**src/rtl/write_cmd_scheduler.sv**
```systemverilog
// write_cmd_scheduler: queues write commands and issues spaced one-cycle o_wr_en pulses to the write manager
module write_cmd_scheduler #(
  parameter int DEPTH = 4,
  parameter int GAP_W = 4
) (
  input  logic                     i_clk,
  input  logic                     i_rst,
  input  logic                     i_enable,
  input  logic                     i_cmd_valid,
  output logic                     o_cmd_ready,
  input  logic [1:0]               i_cmd_bl,
  input  logic                     i_cmd_crc,
  input  logic                     i_phy_crc_mode,
  input  logic [GAP_W-1:0]         i_min_gap,
  output logic                     o_wr_en,
  output logic [1:0]               o_burstlength,
  output logic                     o_dram_crc_en,
  output logic [$clog2(DEPTH):0]   o_level,
  output logic                     o_busy
);
  localparam int AW = $clog2(DEPTH);
  localparam int LW = AW + 1;
  localparam logic [AW:0] FULL = LW'(DEPTH);
  localparam logic [0:0] IDLE = 1'b0;
  localparam logic [0:0] SPACE = 1'b1;
  logic [2:0] mem [DEPTH];
  logic [AW-1:0] wr_ptr, rd_ptr;
  logic [0:0] state;
  logic [5:0] cnt, period;
  logic [1:0] head_bl;
  logic head_crc, head_crc_eff, push, issue;
  assign o_cmd_ready = o_level != FULL;
  assign push = i_cmd_valid && o_cmd_ready;
  assign issue = (o_level != '0) && i_enable && (state == IDLE || cnt == '0);
  assign {head_bl, head_crc} = mem[rd_ptr];
  assign head_crc_eff = head_crc && i_phy_crc_mode;
  // BC8 and the reserved code both occupy a full BL16 slot; only BL32 is longer
  assign period = (head_bl == 2'b10 ? 6'd16 : 6'd8) + 6'(head_crc_eff) + 6'(i_min_gap);
  assign o_busy = state == SPACE || o_level != '0;
  always_ff @(posedge i_clk)
    if (push) mem[wr_ptr] <= {i_cmd_bl, i_cmd_crc};
  always_ff @(posedge i_clk or negedge i_rst)
    if (!i_rst) begin
      wr_ptr <= '0;
      rd_ptr <= '0;
      o_level <= '0;
    end else begin
      if (push) wr_ptr <= wr_ptr + AW'(1);
      if (issue) rd_ptr <= rd_ptr + AW'(1);
      o_level <= o_level + LW'(push) - LW'(issue);
    end
  always_ff @(posedge i_clk or negedge i_rst)
    if (!i_rst) begin
      state <= IDLE;
      cnt <= '0;
      o_wr_en <= 1'b0;
      o_burstlength <= 2'b00;
      o_dram_crc_en <= 1'b0;
    end else if (issue) begin
      state <= SPACE;
      cnt <= period - 6'd1;
      o_wr_en <= 1'b1;
      o_burstlength <= head_bl;
      o_dram_crc_en <= head_crc_eff;
    end else begin
      o_wr_en <= 1'b0;
      if (state == SPACE) begin
        if (cnt != '0) cnt <= cnt - 6'd1;
        else state <= IDLE;
      end
    end
endmodule
```
**config.mk**
```make
export PLATFORM = sky130hd
export DESIGN_NAME = write_cmd_scheduler
export DESIGN_NICKNAME = d
export VERILOG_FILES = /design/src/rtl/write_cmd_scheduler.sv
export SDC_FILE = /design/constraint.sdc
export NUM_CORES = 1
export LEC_CHECK = 0
export BUFFER_PORTS_ARGS = -buffer_cell sky130_fd_sc_hd__clkbuf_2
export CAP_MARGIN = 20
export CORE_MARGIN = 1
export CORE_UTILIZATION = 32
export CTS_CLUSTER_SIZE = 14
export DETAILED_ROUTE_END_ITERATION = 6
export GPL_TIMING_DRIVEN = 0
export SLEW_MARGIN = 20
export SYNTH_ARGS = -nofsm -noshare
export SYNTH_HDL_FRONTEND = slang
export SYNTH_SLANG_ARGS = --single-unit
```
**constraint.sdc**
```tcl
create_clock -name i_clk -period 3.7 [get_ports i_clk]
set_clock_uncertainty 0.1 [all_clocks]
set_input_delay 0.74 -clock i_clk [delete_from_list [all_inputs] [get_ports i_clk]]
set_output_delay 0.74 -clock i_clk [all_outputs]
set_load 0.01 [all_outputs]
```
==> flow_summary.yaml <==
clock_tree:
  cts_inserted_buffers: 5
  post_cts.repair.setup_buffers: 0
  clkSlewWorstSetupHoldPaths_ns: 0.06
  cts_repair_resize_count: 0
  clk_root_buffer_cell: "clkbuf_8"
  clk-insertion-delay-late_ns: 0.27
  tritoncts_num_sinks: 30
  cts_max_level: 2
  postCtsHoldBufs: 0
  cts_max_path_buffers: 2
  tritoncts: "done"
logic_synthesis:
  post_synthesis_sequential_area_ratio: 0.5059
  netlist_area_um2: 1603
  synth_xor_area_frac: 0.03279
  synth_compound_gate_area_share: 0.09212
  postSynth.asyncResetShare: 0.6000
  ys.flop_type: "dfrtp_1"
  post_synth_main_area_contributors: "dfrtp_1, edfxtp_1, ha_1, inv_1, mux4_1"
  yosys.area_share.adder: 0.1343
  synth-edff-count: 12
  yosys.area_share.simple: 0.09758
  postSynthRegisterBits: 30
  synth_top_cell_by_area: "dfrtp_1"
  main_combinational_cell_family_by_area_after_synthesis: "adder cells"
  synth_cell_types: 36
  post_synthesis_mux_area_share: 0.08743
  ys.warnings.count: 0
  yosys.area.top_type_share: 0.2810
  syn_avg_cell_area_um2: 12.52
  synth.net_count: 156
  syn_inst: 128
timing:
  rsz_0062_raised_after_global_routing: "false"
  setup_violation_total_in_the_final_timing_report: 0
  max_freq_mhz: 346.3
  worstMarginPinSlew_ns: 0.8652
  final_period_minus_worst_setup_slack_ns: 2.888
  final_hold_viol_count: 0
  maxSlewHeadroom: 0.4183
  setup_total_negative_slack_ns: 0
  layout_worst_path_cycle_share: 0.7805
  final-max-slew-violation-count: 0
drt:
  drc_errors: 0
  first_iter_violations: 36
  detail_route.wirelength_um: 2770
  antenna_violating_nets_post_route: 0
  detail_route.vias_per_cell: 4.655
  detailroute.via_count: 1038
  routedWlPerCell_um: 12.42
  drtPass1Iterations: 4
finish:
  finalNetCount: 183
  layout_commonest_cell: "clkbuf_2"
  antenna_cells: 0
  final_design_area_no_fill_um2: 1872
  fillerInstances: 480
  layout.cells.most_common_list: "clkbuf_2, dfrtp_1, inv_1"
  area.growth.synth_to_final_pct: 16.78
  final_layout_size_suffix_gt1_frac: 0.2500
critical_path:
  crit_arrival_ns: 3.00
  cp_max_fo: 5
  cp_data_required_time_ns: 3.81
  crit_path_start: "rd_ptr[0]"
  timing.critical_path.from_type: "flip-flop"
  endpoint: "cnt[5]"
  timing.rr.end: "cnt[5]"
  crit_path_end_kind: "flip-flop"
  r2r_cells: 10
  r2r_setup_slack_ns: 0.81
  critical_path_class: "flip-flop to flip-flop"
  critical_path.reg2reg.startpoint: "rd_ptr[0]"
grt:
  grt_overflow: 0
  grt.total_usage: 0.1194
  grt_antenna_before_repair: 0
  global_route_wire_length_before_repair_um: 4795
  grt_max_degree: 19
  first_global_vias: 1029
floorplan:
  fp.dieW_um: 72.77
  start_util: 0.3349
  chipHeight_um: 72.77
  floorplan.core_area_um2: 4786
  number_of_cell_rows: 25
  overall_die_area_um2: 5295
  io-pin-count: 21
place:
  io_buffers: 20
  detailed_place.area_um2: 1787
  detailed_place_hpwl_um: 2174
  gp_congestion: 0.8031
power:
  power_leakage_nw: 0.8386
  power.ir.vdd_worst_uv: 278.0
  power.density_nw_per_um2: 699.6
run:
  max_cap_viol_count: 0
outcome:
  run_status: "finished clean"
min_path:
  hold_path_class: "input port to asynchronous set/reset pin"
## per-layer routing
metal / up-vias / GRT usage / routed length, um
li1: 513 / - / -
met1: 505 / 0.1550 / 1296
met2: 20 / 0.1973 / 1346
met3: 0 / 0.03591 / 126
met4: 0 / 0.02614 / 0
met5: - / 0 / 0
## layout make-up
cell class	instances	area (um2)	share of cell area
buffer	3	20.02	0.01070
clock buffer	5	68.82	0.03676
clock inverter	3	16.27	0.008690
inverter	16	60.06	0.03209
multi-input combinational	79	711.9	0.3803
sequential	30	810.8	0.4332
tap	67	83.83	0.04479
timing repair buffer	20	100.1	0.05348
## kinds of logic (layout without fill, tap and decap cells)
kind of cell | after synthesis | in the layout
DFF | 30 | 30
and+or+nand+nor | 28 | 28
AOI/OAI and AO/OA | 20 | 20
buffers and inverters | 19 | 47
adders and majority gates | 16 | 16
muxes | 9 | 9
xor gates and xnor gates | 6 | 6
## worst min-delay path by stage
stage                                start          endpoint  slack [ns]  cells after the start
after floorplan                      i_rst            cnt[0]        0.34                      0
after global placement       o_dram_crc_en     o_dram_crc_en        0.40                      2
final                                i_rst     o_dram_crc_en        0.31                      1
after CTS                            i_rst        o_level[0]        0.32                      1
after detailed placement  o_burstlength[0]  o_burstlength[0]        0.40                      1
after global routing                 i_rst        o_level[0]        0.34                      1
## through the flow
step | cells | hold WS [ns] | total power, mW | worst slack (ns) | util
6_report | 223 | 0.3051 | 1.310 | 0.8121 | 0.3911
5_1_grt | 223 | 0.3378 | 1.434 | 0.6672 | 0.3911
4_1_cts | 223 | 0.3157 | 1.332 | 0.8073 | 0.3911
3_5_place_dp | 215 | 0.4029 | 1.076 | 0.8295 | 0.3733
3_3_place_gp | 215 | 0.3962 | 1.054 | 0.8286 | 0.3733
2_1_floorplan | 128 | 0.3444 | 0.9314 | 0.9709 | -
## synthesized netlist by cell type, types with 2 or more instances
master    instances
edfxtp_1         12
dfrtp_1          18
ha_1             14
o21ai_0           3
nand2_1           6
o211ai_1          2
or3_1             2
fa_1              2
o31ai_1           2
mux2i_1           2
nand3_1           6
mux4_1            2
inv_1            15
and3_1            5
a21oi_1           5
o221a_2           3
o31a_1            2
xnor2_1           5
nor2_1            2
mux2_2            4
## power by group
group	internal [mW]	leakage (nW)	switching, mW
Combinational	0.253	0.476	0.246
Sequential	0.469	0.321	0.0934
Clock	0.128	0.0416	0.120
## flip-flops by register name, summed over array words and instances (netlist names)
signal,cells
o_dram_crc_en,1
o_level,3
rd_ptr,2
wr_ptr,2
mem,12
o_wr_en,1
o_burstlength,2
state,1
cnt,6
## critical path: stages, from the launching register on
cell and delay [ns]:
dfrtp_1 0.34, buf_6 0.12, mux4_1 0.59, and2b_2 0.24
ha_1 0.28, inv_1 0.05, ha_1 0.28, a21oi_1 0.08
or4b_1 0.47, o2111ai_1 0.12, o211a_1 0.17
(Power assumes the default switching activity.)
